`src/rtl/dspl_rx_nexysa7.sv`:
```
// Receive side of the 8-digit multiplexed 7-seg scan: rebuilds d1..d8 = {en, hex[3:0], dp} from an/dec_cat.
// Optional saturating error counter on err_cnt: define DSPL_RX_ERR_CNT_EN.
module dspl_rx_nexysa7 #(
    parameter int STABLE_CYCLES  = 16,
    parameter int TIMEOUT_CYCLES = 1_000_000
) (
    input  logic       clock,
    input  logic       reset,
    input  logic [7:0] an,
    input  logic [7:0] dec_cat,
    output logic [5:0] d1,
    output logic [5:0] d2,
    output logic [5:0] d3,
    output logic [5:0] d4,
    output logic [5:0] d5,
    output logic [5:0] d6,
    output logic [5:0] d7,
    output logic [5:0] d8,
    output logic       frame_valid,
    output logic       seg_err,
    output logic       timeout,
    output logic [7:0] err_cnt
);
    localparam int SW = $clog2(STABLE_CYCLES);
    localparam int TW = $clog2(TIMEOUT_CYCLES + 1);
    localparam logic [SW-1:0] STAB_MAX = SW'(STABLE_CYCLES - 1);
    localparam logic [TW-1:0] TMO_MAX  = TW'(TIMEOUT_CYCLES - 1);

    typedef enum logic [1:0] {IDLE, SETTLE, HOLD} state_t;

    // {match, hex} for an active-low abcdefg pattern
    function automatic logic [4:0] seg_decode(input logic [6:0] segs);
        case (segs)
            7'b0000001: return {1'b1, 4'h0};
            7'b1001111: return {1'b1, 4'h1};
            7'b0010010: return {1'b1, 4'h2};
            7'b0000110: return {1'b1, 4'h3};
            7'b1001100: return {1'b1, 4'h4};
            7'b0100100: return {1'b1, 4'h5};
            7'b0100000: return {1'b1, 4'h6};
            7'b0001111: return {1'b1, 4'h7};
            7'b0000000: return {1'b1, 4'h8};
            7'b0000100: return {1'b1, 4'h9};
            7'b0001000: return {1'b1, 4'hA};
            7'b1100000: return {1'b1, 4'hB};
            7'b0110001: return {1'b1, 4'hC};
            7'b1000010: return {1'b1, 4'hD};
            7'b0110000: return {1'b1, 4'hE};
            7'b0111000: return {1'b1, 4'hF};
            default:    return 5'b0;
        endcase
    endfunction

    function automatic logic one_hot_low(input logic [7:0] a);
        logic [7:0] x;
        x = ~a;
        return (x != 8'h00) && ((x & (x - 8'd1)) == 8'h00);
    endfunction

    function automatic logic [2:0] low_idx(input logic [7:0] a);
        logic [2:0] r;
        r = 3'd0;
        for (int k = 0; k < 8; k++)
            if (!a[k]) r = 3'(k);
        return r;
    endfunction

    logic [7:0]    an_p0, an_p1, an_p2, cat_p0, cat_p1, cat_p2;
    logic [SW-1:0] stab_cnt;
    logic          in_chg, an_chg;
    state_t        state, state_nxt;
    logic          err_lock, cap_go, anode_err;

    assign in_chg = {an_p1, cat_p1} != {an_p2, cat_p2};
    assign an_chg = an_p1 != an_p2;

    // Stage p0/p1: two-flop synchronisers; p2: previous synced value for stability tracking
    always_ff @(posedge clock or negedge reset) begin
        if (!reset) begin
            an_p0    <= 8'hFF;
            an_p1    <= 8'hFF;
            an_p2    <= 8'hFF;
            cat_p0   <= 8'hFF;
            cat_p1   <= 8'hFF;
            cat_p2   <= 8'hFF;
            stab_cnt <= '0;
        end else begin
            an_p0  <= an;
            an_p1  <= an_p0;
            an_p2  <= an_p1;
            cat_p0 <= dec_cat;
            cat_p1 <= cat_p0;
            cat_p2 <= cat_p1;
            if (in_chg)
                stab_cnt <= '0;
            else if (stab_cnt != STAB_MAX)
                stab_cnt <= stab_cnt + SW'(1);
        end
    end

    // err_lock stops a stuck multi-anode pattern from re-triggering until the anodes move
    always_ff @(posedge clock or negedge reset) begin
        if (!reset) begin
            state    <= IDLE;
            err_lock <= 1'b0;
        end else begin
            state <= state_nxt;
            if (anode_err)
                err_lock <= 1'b1;
            else if (an_chg)
                err_lock <= 1'b0;
        end
    end

    always_comb begin
        state_nxt = state;
        cap_go    = 1'b0;
        anode_err = 1'b0;
        case (state)
            IDLE:
                if (an_p1 != 8'hFF && !err_lock) state_nxt = SETTLE;
            SETTLE:
                if (an_p1 == 8'hFF) begin
                    state_nxt = IDLE;
                end else if (stab_cnt == STAB_MAX && !in_chg) begin
                    if (one_hot_low(an_p1)) begin
                        cap_go    = 1'b1;
                        state_nxt = HOLD;
                    end else begin
                        anode_err = 1'b1;
                        state_nxt = IDLE;
                    end
                end
            HOLD:
                if (an_chg) state_nxt = (an_p1 == 8'hFF) ? IDLE : SETTLE;
            default:
                state_nxt = IDLE;
        endcase
    end

    logic [2:0]    cap_idx, last_idx;
    logic [4:0]    dec;
    logic          cap_blank, cap_bad, wrap, tmo_hit, last_vld;
    logic [5:0]    cap_val;
    logic [5:0]    dig [8];
    logic [7:0]    seen;
    logic [TW-1:0] tmo_cnt;

    assign cap_idx   = low_idx(an_p1);
    assign dec       = seg_decode(cat_p1[7:1]);
    assign cap_blank = cat_p1 == 8'hFF;
    assign cap_bad   = !cap_blank && !dec[4];
    assign cap_val   = cap_blank ? 6'b0 : {1'b1, (dec[4] ? dec[3:0] : 4'h0), ~cat_p1[0]};
    assign wrap      = last_vld && (cap_idx <= last_idx);
    assign tmo_hit   = tmo_cnt == TMO_MAX;

    // Stage p3: digit registers, frame tracking and timeout
    always_ff @(posedge clock or negedge reset) begin
        if (!reset) begin
            for (int k = 0; k < 8; k++) dig[k] <= 6'b0;
            frame_valid <= 1'b0;
            seg_err     <= 1'b0;
            timeout     <= 1'b0;
            seen        <= 8'h00;
            last_idx    <= 3'd0;
            last_vld    <= 1'b0;
            tmo_cnt     <= '0;
        end else begin
            frame_valid <= 1'b0;
            seg_err     <= 1'b0;
            if (cap_go) begin
                for (int k = 0; k < 8; k++)
                    if (wrap && !seen[k]) dig[k] <= 6'b0;
                dig[cap_idx] <= cap_val;
                frame_valid  <= wrap;
                seg_err      <= cap_bad;
                timeout      <= 1'b0;
                tmo_cnt      <= '0;
                seen         <= wrap ? (8'b1 << cap_idx) : (seen | (8'b1 << cap_idx));
                last_idx     <= cap_idx;
                last_vld     <= 1'b1;
            end else if (tmo_hit) begin
                for (int k = 0; k < 8; k++) dig[k] <= 6'b0;
                timeout  <= 1'b1;
                seen     <= 8'h00;
                last_vld <= 1'b0;
            end else begin
                tmo_cnt <= tmo_cnt + TW'(1);
            end
        end
    end

`ifdef DSPL_RX_ERR_CNT_EN
    always_ff @(posedge clock or negedge reset) begin
        if (!reset)
            err_cnt <= 8'h00;
        else if (((cap_go && cap_bad) || anode_err) && err_cnt != 8'hFF)
            err_cnt <= err_cnt + 8'd1;
    end
`else
    assign err_cnt = 8'h00;
`endif

    assign d1 = dig[0];
    assign d2 = dig[1];
    assign d3 = dig[2];
    assign d4 = dig[3];
    assign d5 = dig[4];
    assign d6 = dig[5];
    assign d7 = dig[6];
    assign d8 = dig[7];
endmodule
```
`config.mk`:
```
export PLATFORM = sky130hd
export DESIGN_NAME = dspl_rx_nexysa7
export DESIGN_NICKNAME = d
export VERILOG_FILES = /design/src/rtl/dspl_rx_nexysa7.sv
export SDC_FILE = /design/constraint.sdc
export NUM_CORES = 1
export LEC_CHECK = 0
export CAP_MARGIN = 40
export CORE_MARGIN = 2
export CORE_UTILIZATION = 55
export CTS_CLUSTER_SIZE = 8
export DETAILED_ROUTE_END_ITERATION = 8
export GPL_TIMING_DRIVEN = 0
export HOLD_SLACK_MARGIN = 0.08
export PLACE_DENSITY = 0.82
export SLEW_MARGIN = 5
export SYNTH_ARGS = -nofsm -noshare
export SYNTH_HDL_FRONTEND = slang
export SYNTH_SLANG_ARGS = --single-unit
export TNS_END_PERCENT = 10
```
`constraint.sdc`:
```
create_clock -name clock -period 3.4 [get_ports clock]
set_input_delay 0.51 -clock clock [delete_from_list [all_inputs] [get_ports clock]]
set_output_delay 0.51 -clock clock [all_outputs]
set_load 0.02 [all_outputs]
```
==> results.md <==
* Status: complete, no violations
* Io pins at 77
* Post-Route WL at 13000 um
* Syn avg cell area at 11.9 um^2
* Peak VDD IR at 0.307 mV
* Post-synth EDFFs at 0
* Root Buffer: clkbuf_8
* Placeable Area at 10300 um^2
* Rel. slew slack at 45.7%
* CP Max Fanout at 8
* Element type at the critical path end: register
* Syn. warnings at 0
* DR pass1 iterations at 4
* Final Hold Fails at 0
* Antenna violations before repair at 0
* # rows at 37
* Clk pwr share at 50.3%
* Setup violators final at 0
* Leak at 3.15 nW
* Unrepaired setup endpoints after global routing: no
* Kind of critical path: reg2reg
* Post-route minimum period at 3.29 ns
* WL/cell at 17.7 um
* Die area at 11400 um^2
* Seq cells post-synth at 138
* Setup Skew at 0.0101 ns
* Switching power at 0.000832 W
* Data required, critical path at 3.86 ns
* Startpoint Class: register
* Max_cap viols at 0
* Period utilization at 96.7%
* Initial Utilization at 56.6%
* Pre-CTS setup slack at 0.0420 ns
* Final Cell Area at 7370 um^2
* Final WS setup at 0.111 ns
* Area Growth Syn to Fin at 26.6%
* Cells after Synth at 489
* DR iter-0 viols at 244
* Layout Nets at 608
* Fillcell total at 709
* Sequential power share at 45.6%
* Synth unique cells at 53
* Setup Buffers After CTS at 0
* Dpl hpwl at 8330 um
* Pins Over Slew Limit at 0
* IO Port Bufs at 68
* First-pass GRT wire length at 21200 um
* Global route overflow at 0
* Clock Tree Buf Depth at 2
* Main synth FF type: dfrtp_1
* Mapped cell area at 5820 um^2
* Cell Int Power at 0.00293 W
* # clock sinks at 138
* Die height at 107 um
* # DRC at 0
* Largest net degree at the start of global routing at 71
* Gate power share at 4.1%
* Die W at 107 um
* Share of layout cells above drive strength 1 at 18.9%
* Transition time of the tightest slew-check pin at 0.811 ns
* Placement Cell Area at 6730 um^2
* Worst Hold Class: reg2reg
* Ant diodes at 0
* Total CTS buffers at 17
* Multi-input gate area in the final layout at 2160 um^2
* Sequential fraction of the synthesis area at 60.4%
* Via count of the first global-routing pass at 4208
* GPL Wtd Cong at 0.826
* Switching portion of total power at 22.1%
* Pwr dens at 511 nW/um^2
* Via count at 4186
* Achievable Freq at 0.304 GHz
* Worst-Skew Late Latency at 0.53 ns
* Crit path DAT at 3.75 ns
* Asr flop ratio synth at 100%
* Post-route ant nets at 0
* GRT Resource Usage Total at 24.0%
* FF+latch area at 3510 um^2
* CTS tree: done
* H-tree depth at 4
* Clock-pin slew on the worst setup and hold paths at 0.06 ns
* Vias per cell at 5.71
## worst paths after layout
kind,start,to,slack (ns),cells after the start
hold reg to reg,cat_p0[6]$_DFF_PN1_,cat_p1[6]$_DFF_PN1_,0.36,0
max in group asynchronous,reset,an_p1[5]$_DFF_PN1_,2.08,3
setup / recovery,cat_p1[0]$_DFF_PN1_,d5[0]$_DFFE_PN0P_,0.11,7
hold / removal,cat_p0[6]$_DFF_PN1_,cat_p1[6]$_DFF_PN1_,0.36,0
min in group asynchronous,reset,seg_err$_DFF_PN0_,0.54,2
setup reg to reg,cat_p1[0]$_DFF_PN1_,d5[0]$_DFFE_PN0P_,0.11,7
## per-stage QoR
step	TNS [ns]	power, W	utilization, %	hold slack (ns)	instances
2_1_floorplan	0	0.00182	-	0.214	496
3_3_place_gp	-357.77	0.00188	65.2	0.346	700
3_5_place_dp	0	0.00189	65.4	0.347	701
4_1_cts	0	0.00378	71.6	0.356	733
5_1_grt	0	0.00388	71.7	0.358	733
6_report	0	0.00376	71.7	0.355	733
## cell usage after synthesis, types with 4 or more instances
cell / n / area, um^2
and3_1: 6 / 37.5
buf_2: 5 / 25.0
ha_1: 5 / 62.6
a22o_1: 32 / 280
xor2_1: 29 / 254
xnor2_1: 6 / 52.6
nand2_1: 28 / 105
clkbuf_1: 12 / 45.0
o21ai_0: 19 / 95.1
o2bb2ai_1: 25 / 219
dfrtp_1: 90 / 2250
nor3b_1: 4 / 30.0
or3_1: 6 / 37.5
nor3_1: 12 / 60.1
nand2b_1: 8 / 50.1
inv_1: 11 / 41.3
nor2_1: 40 / 150
a21oi_1: 8 / 40.0
buf_4: 9 / 67.6
dfstp_2: 48 / 1260
nand3_1: 13 / 65.1
a211oi_1: 4 / 30.0
nand4_1: 8 / 50.1
o21ai_1: 6 / 30.0
nor2b_1: 7 / 43.8
## sequential cells by signal, summed over array words and instances, names as in the netlist, 2 cells and up
name	flops
tmo_cnt	20
an_p0	8
an_p1	8
an_p2	8
cat_p0	8
cat_p1	8
cat_p2	8
seen	8
d1	6
d2	6
d3	6
d4	6
d5	6
d6	6
d7	6
d8	6
stab_cnt	4
last_idx	3
state	2
## area by class of cell
type | instances | share of cell area [%]
flip-flops and latches | 138 | 47.7
inverters | 11 | 0.560
repair buffers | 70 | 9.76
plain buffers | 27 | 2.04
multi-input cells | 320 | 29.3
clock inverters | 10 | 1.70
clock buffers | 21 | 6.67
well taps | 136 | 2.31
## critical path: stages, from the launching register on
cell and delay [ns]:
dfstp_2 0.57, xor2_1 0.07, nor4_1 0.64, nand4_2 0.40, or3_1 0.43, buf_2 0.19, nor2_1 0.63, a22o_1 0.27
## routing by layer
metal	up-vias	wire length [um]	global-route usage, %
li1	1938	-	-
met1	2105	5850	33.1
met2	122	6250	37.6
met3	21	706	6.02
met4	0	166	8.26
met5	-	0	0
## logic make-up (layout without fill, tap and decap cells)
family	Yosys count	after routing	share of synthesized area, %
multiplexers	4	4	0.709
AO/OA/AOI/OAI	116	116	15.5
XOR/XNOR	35	35	5.27
AND/OR/NAND/NOR	152	152	13.7
other	1	8	0.0644
buffers and inverters	38	139	3.27
flip-flops	138	138	60.4
adder cells (fa/ha/maj)	5	5	1.07
## power groups by stage
stage / Combinational (W) / Clock, W / Sequential (W)
floorplan: 0.0000811 / 0 / 0.00174
global placement: 0.000144 / 0 / 0.00174
detailed placement: 0.000153 / 0 / 0.00174
CTS: 0.000156 / 0.00191 / 0.00171
global route: 0.000174 / 0.00199 / 0.00172
finish: 0.000155 / 0.00189 / 0.00171
## placed cells by master (no fill, tap or decap), types with 3 or more instances in the layout
master / n
nor3b_1: 4
xnor2_1: 6
nor3_1: 12
o21ai_1: 5
and4_1: 3
clkbuf_8: 3
clkbuf_1: 11
clkbuf_16: 18
nor4_1: 3
a22o_1: 32
ha_1: 5
nor2_1: 40
inv_6: 4
o2bb2ai_1: 25
buf_2: 5
a211oi_1: 4
dfstp_2: 48
and3_1: 6
or3_1: 6
mux2i_1: 3
o21ai_0: 19
xor2_1: 29
nand4_1: 8
a21oi_1: 8
nand2b_1: 8
o211ai_1: 3
a31oi_1: 3
nand2_1: 28
conb_1: 8
clkdlybuf4s50_1: 67
nand3_1: 13
o21ai_2: 3
nor2b_1: 7
inv_1: 11
buf_4: 9
dfrtp_1: 90
## what timing repair did
item                       CTS  global route
setup endpoints to repair    5            22
resized for setup            1             3
hold endpoints to repair    38             0
hold buffers                 1             0
(Power assumes the default switching activity.)
